File: src/rtl/bridge_uart_frame_decoder.sv
// UART bridge receive framing: parses SOF/CMD/ADDR/[DATA]/[CHK] requests into a show-ahead FIFO.
// Define BRIDGE_FRAME_CHECKSUM_EN to require a trailing XOR checksum byte on every frame.
module bridge_uart_frame_decoder #(
    parameter int unsigned FIFO_DEPTH     = 4,
    parameter logic [15:0] TIMEOUT_CYCLES = 16'd5000,
    parameter logic [7:0]  SOF_BYTE       = 8'h7E
) (
    input  logic        clk,
    input  logic        rst_n,
    input  logic [7:0]  rx_data,
    input  logic        rx_valid,
    output logic        frm_valid,
    input  logic        frm_ready,
    output logic        frm_rw,
    output logic [15:0] frm_addr,
    output logic [7:0]  frm_data,
    output logic        busy,
    output logic [7:0]  err_count,
    output logic [7:0]  drop_count,
    output logic [2:0]  dbg_state
);
    localparam int AW = $clog2(FIFO_DEPTH);

    typedef enum logic [2:0] {
        S_IDLE = 3'd0,
        S_CMD  = 3'd1,
        S_AHI  = 3'd2,
        S_ALO  = 3'd3,
        S_DATA = 3'd4,
        S_CHK  = 3'd5
    } state_t;

`ifdef BRIDGE_FRAME_CHECKSUM_EN
    localparam state_t FRAME_END = S_CHK;
`else
    localparam state_t FRAME_END = S_IDLE;
`endif

    state_t      state_q, state_d;
    logic        rw_q;
    logic [15:0] addr_q;
    logic [7:0]  data_q;
    logic [15:0] idle_cnt_q;
    logic        timeout, push, err_inc;
    logic [24:0] push_entry;

    // A byte arriving in the timeout cycle wins, hence the !rx_valid term.
    assign timeout = (state_q != S_IDLE) && !rx_valid && (idle_cnt_q == TIMEOUT_CYCLES - 16'd1);

`ifdef BRIDGE_FRAME_CHECKSUM_EN
    logic [7:0] chk_exp;
    assign chk_exp = {7'd0, rw_q} ^ addr_q[15:8] ^ addr_q[7:0] ^ data_q;
`endif

    always_ff @(posedge clk or negedge rst_n) begin
        if (!rst_n) state_q <= S_IDLE;
        else        state_q <= state_d;
    end

    always_comb begin
        state_d = state_q;
        if (rx_valid) begin
            case (state_q)
                S_IDLE:  if (rx_data == SOF_BYTE) state_d = S_CMD;
                S_CMD:   state_d = (rx_data[7:1] == 7'd0) ? S_AHI : S_IDLE;
                S_AHI:   state_d = S_ALO;
                S_ALO:   state_d = rw_q ? S_DATA : FRAME_END;
                S_DATA:  state_d = FRAME_END;
                S_CHK:   state_d = S_IDLE;
                default: state_d = S_IDLE;
            endcase
        end else if (timeout) begin
            state_d = S_IDLE;
        end
    end

    always_comb begin
        push       = 1'b0;
        err_inc    = 1'b0;
        push_entry = {rw_q, addr_q, data_q};
        if (rx_valid) begin
            case (state_q)
                S_CMD: err_inc = (rx_data[7:1] != 7'd0);
`ifdef BRIDGE_FRAME_CHECKSUM_EN
                S_CHK: begin
                    push    = (rx_data == chk_exp);
                    err_inc = (rx_data != chk_exp);
                end
`else
                S_ALO: begin
                    push       = !rw_q;
                    push_entry = {rw_q, addr_q[15:8], rx_data, 8'h00};
                end
                S_DATA: begin
                    push       = 1'b1;
                    push_entry = {rw_q, addr_q, rx_data};
                end
`endif
                default: ;
            endcase
        end else if (timeout) begin
            err_inc = 1'b1;
        end
    end

    // data_q is cleared at CMD so a read frame carries 8'h00 (and XORs as zero).
    always_ff @(posedge clk or negedge rst_n) begin
        if (!rst_n) begin
            rw_q   <= 1'b0;
            addr_q <= 16'h0000;
            data_q <= 8'h00;
        end else if (rx_valid) begin
            case (state_q)
                S_CMD: begin
                    rw_q   <= rx_data[0];
                    data_q <= 8'h00;
                end
                S_AHI:   addr_q[15:8] <= rx_data;
                S_ALO:   addr_q[7:0]  <= rx_data;
                S_DATA:  data_q       <= rx_data;
                default: ;
            endcase
        end
    end

    always_ff @(posedge clk or negedge rst_n) begin
        if (!rst_n)                              idle_cnt_q <= 16'd0;
        else if (rx_valid || state_d == S_IDLE)  idle_cnt_q <= 16'd0;
        else                                     idle_cnt_q <= idle_cnt_q + 16'd1;
    end

    // Handshake: the head entry transfers in any cycle with frm_valid && frm_ready; frm_valid
    // never depends on frm_ready and the head fields hold while frm_valid && !frm_ready.
    logic [24:0] mem [FIFO_DEPTH];
    logic [AW:0] wr_ptr_q, rd_ptr_q;
    logic        empty, full, pop, push_ok, drop;

    assign empty   = (wr_ptr_q == rd_ptr_q);
    assign full    = (wr_ptr_q[AW] != rd_ptr_q[AW]) && (wr_ptr_q[AW-1:0] == rd_ptr_q[AW-1:0]);
    assign pop     = frm_valid && frm_ready;
    assign push_ok = push && (!full || pop);
    assign drop    = push && full && !pop;

    always_ff @(posedge clk) begin
        if (push_ok) mem[wr_ptr_q[AW-1:0]] <= push_entry;
    end

    always_ff @(posedge clk or negedge rst_n) begin
        if (!rst_n) begin
            wr_ptr_q <= '0;
            rd_ptr_q <= '0;
        end else begin
            if (push_ok) wr_ptr_q <= wr_ptr_q + 1'b1;
            if (pop)     rd_ptr_q <= rd_ptr_q + 1'b1;
        end
    end

    always_ff @(posedge clk or negedge rst_n) begin
        if (!rst_n) begin
            err_count  <= 8'h00;
            drop_count <= 8'h00;
        end else begin
            if (err_inc && err_count != 8'hFF)  err_count  <= err_count + 8'd1;
            if (drop && drop_count != 8'hFF)    drop_count <= drop_count + 8'd1;
        end
    end

    assign frm_valid = !empty;
    assign {frm_rw, frm_addr, frm_data} = frm_valid ? mem[rd_ptr_q[AW-1:0]] : 25'd0;
    assign busy      = (state_q != S_IDLE);
    assign dbg_state = state_q;

endmodule

File: config.mk
export PLATFORM = sky130hd
export DESIGN_NAME = bridge_uart_frame_decoder
export DESIGN_NICKNAME = d
export VERILOG_FILES = /design/src/rtl/bridge_uart_frame_decoder.sv
export SDC_FILE = /design/constraint.sdc
export NUM_CORES = 1
export LEC_CHECK = 0
export BUFFER_PORTS_ARGS = -buffer_cell sky130_fd_sc_hd__buf_2
export CELL_PAD_IN_SITES_DETAIL_PLACEMENT = 1
export CELL_PAD_IN_SITES_GLOBAL_PLACEMENT = 2
export CORE_ASPECT_RATIO = 1.5
export CORE_MARGIN = 2
export CORE_UTILIZATION = 45
export DETAILED_ROUTE_END_ITERATION = 6
export HOLD_SLACK_MARGIN = 0.1
export MAX_ROUTING_LAYER = met4
export PLACE_DENSITY = 0.82
export SLEW_MARGIN = 20
export SYNTH_ARGS = -nofsm -noshare
export SYNTH_HDL_FRONTEND = slang
export SYNTH_SLANG_ARGS = --single-unit
File: constraint.sdc
create_clock -name clk -period 6.25 [get_ports clk]
set_input_delay 0.9375 -clock clk [delete_from_list [all_inputs] [get_ports clk]]
set_output_delay 0.9375 -clock clk [all_outputs]
set_load 0.01 [all_outputs]
==> results.sh <==
export IMPL_io_buffers=57
export IMPL_worstSetupPathType="reg -> out"
export IMPL_fin_cells=726
export IMPL_finalCritPeriodShare=0.494
export IMPL_htreeDepth=4
export IMPL_relSlewSlack=0.418
export IMPL_fin_area_mm2=0.00822
export IMPL_root_buffer="clkbuf_16"
export IMPL_maxSlewViolCount=0
export IMPL_grt_pass1_vias=4185
export IMPL_async_reset_ff_frac=0.398
export IMPL_dp_hpwl_mm=9.02
export IMPL_num_vias=3925
export IMPL_grtUsageTotal=0.185
export IMPL_ios=58
export IMPL_synth_top_area_frac=0.427
export IMPL_die_width_um=106
export IMPL_postCtsSetupRepairBufs=0
export IMPL_netlist_instances=441
export IMPL_cts_sinks=166
export IMPL_hold_class="reg -> reg"
export IMPL_setup_viol=0
export IMPL_die_height_um=157
export IMPL_path_clk_slew_ns=0.07
export IMPL_setup_worst_path_start_class="register"
export IMPL_diodes=0
export IMPL_fillers=1489
export IMPL_postSynthAreaPerCell_um2=16.0
export IMPL_clock_path_buffers=2
export IMPL_wire_per_inst_um=19.1
export IMPL_syn_area_mm2=0.00704
export IMPL_setup_ws_ns=3.16
export IMPL_arrival_ns=2.15
export IMPL_gp_congestion=0.754
export IMPL_clock_fmax_mhz=324
export IMPL_cts_tree="built"
export IMPL_avgViaCountPerCell=5.41
export IMPL_end_kind="output pin"
export IMPL_seq_area_frac_synth=0.661
export IMPL_total_leakage_power_nw=3.24
export IMPL_synth_main_ff_cell="edfxtp_1"
export IMPL_drive_above_1_share=0.264
export IMPL_placed_cell_area_mm2=0.00756
export IMPL_tns_ns=0
export IMPL_cts_buffers=17
export IMPL_yosys_register_bits=166
export IMPL_rsz0062_at_grt="no"
export IMPL_tightestPinTransition_ns=0.873
export IMPL_grt_pass1_wl_mm=22.4
export IMPL_crit_required_ns=5.31
export IMPL_ant_nets=0
export IMPL_ir_drop_mv=0.216
export IMPL_synth_edf_count=100
export IMPL_syn_to_final_growth_pct=16.7
export IMPL_regArea_mm2=0.00465
export IMPL_drc_errors=0
export IMPL_p_per_area_mw_per_mm2=410
export IMPL_nets=530
export IMPL_grt_ovfl_total=0
export IMPL_core_area_mm2=0.0155
export IMPL_synth_largest_area_cell="edfxtp_1"
export IMPL_syn_num_nets=461
export IMPL_ys_warn_count=0
export IMPL_post_cts_resized=0
export IMPL_antenna_found_initial=0
export IMPL_dieArea_mm2=0.0167
export IMPL_path_max_fanout=28
export IMPL_synth_cell_types=48
export IMPL_fp_row_count=56
export IMPL_ys_top_cells_by_area="edfxtp_1, dfrtp_1, mux4_2, mux2_1, nor2b_1"
export IMPL_first_iter_violations=210
export IMPL_clk_latency_ns=0.42
export IMPL_multi_input_area_mm2=0.00226
export IMPL_place_inst=694
export IMPL_finClkSkew_ns=0.0153
export IMPL_wl_mm=13.8
export IMPL_grt_max_degree=67
export IMPL_whs_ns=0.463
export IMPL_outcome="finished clean"
export IMPL_dr_pass1_iters=4
export IMPL_start_util=0.455
export IMPL_drv_cap=0
export IMPL_min_period_ns=3.09
export IMPL_cts_hold_buffers=0
export IMPL_place_ws_ns=3.26
export IMPL_finalHoldViolations=0
==> sequential cells by signal, summed over array words and instances (netlist names) <==
name / cells
mem: 100
addr_q: 16
idle_cnt_q: 16
data_q: 8
drop_count: 8
err_count: 8
dbg_state: 3
rd_ptr_q: 3
wr_ptr_q: 3
rw_q: 1
==> worst max-delay path: stages (launching register included) <==
cell     delay (ns)
dfrtp_1        0.32
buf_4          0.46
mux4_2         0.63
nor2b_1        0.15
buf_2          0.14
==> per-layer routing <==
metal  vias up  GRT usage  part of all wire
met3        10     0.0344             0.025
met5         -          -                 0
li1       1800          -                 -
met1      2052      0.213              0.42
met2        63      0.325              0.55
met4         0     0.0595             0.011
==> layout by cell type, fill, tap and decap left out, types with 15 or more instances in the layout <==
cell / count
xor2_1: 17
dfrtp_1: 66
mux2_1: 21
clkbuf_16: 17
a22o_1: 16
xnor2_1: 15
nand2_1: 16
edfxtp_1: 100
nor2b_1: 26
nor2_1: 26
buf_2: 57
mux4_2: 25
==> cell type report <==
cell class / instances / share of cell area
flip-flops and latches: 166 / 0.566
well taps: 203 / 0.0309
repair buffers: 65 / 0.0420
clock inverters: 13 / 0.0277
inverters: 11 / 0.00503
multi-input cells: 249 / 0.275
clock buffers: 19 / 0.0527
==> through the flow <==
step            util  power [mW]
2_1_floorplan      -        1.97
6_report       0.531        3.37
4_1_cts        0.531        3.42
3_3_place_gp   0.488        2.23
3_5_place_dp   0.488        2.26
5_1_grt        0.531        3.54
==> synth_stat cells, types with 3 or more instances <==
library cell and number:
nand2_1 16, ha_1 8, nand2b_1 3, and2_1 5, a22o_1 16, mux4_2 25, dfrtp_1 66, clkbuf_1 7
mux2_2 8, and3_1 8, inv_1 10, mux2_1 21, buf_2 5, xnor2_1 15, nor2_1 26, xor2_1 17
nand3_1 14, nor2b_1 26, nand4_1 7, edfxtp_1 100
==> report_power, final <==
| part | switching (mW) | internal, mW |
|---|---|---|
| Clock | 0.409 | 0.749 |
| Combinational | 0.426 | 0.398 |
| Sequential | 0.0873 | 1.30 |
| Total | 0.922 | 2.45 |
==> final timing paths <==
check / startpoint / depth (start not counted) / slack, ns / end
max: rd_ptr_q[0] / 4 / 3.16 / frm_rw
min: idle_cnt_q[0] / 1 / 0.46 / idle_cnt_q[0]
max reg2reg: rd_ptr_q[0] / 6 / 3.61 / mem[1][5]
min reg2reg: idle_cnt_q[0] / 1 / 0.46 / idle_cnt_q[0]
max in group asynchronous: rst_n / 2 / 4.96 / data_q[5]
min in group asynchronous: rst_n / 2 / 0.69 / drop_count[1]
==> cells by family (layout without fill, tap and decap cells) <==
logic type      after synthesis  after routing  share of synthesized area
flops                       166            166                      0.661
xor+xnor                     32             32                     0.0398
mux                          55             55                      0.128
simple gates                124            124                      0.102
buf+inv                      26            108                     0.0174
fa+ha+maj                     8              8                     0.0142
compound gates               30             30                     0.0370
(Power assumes the default switching activity.)
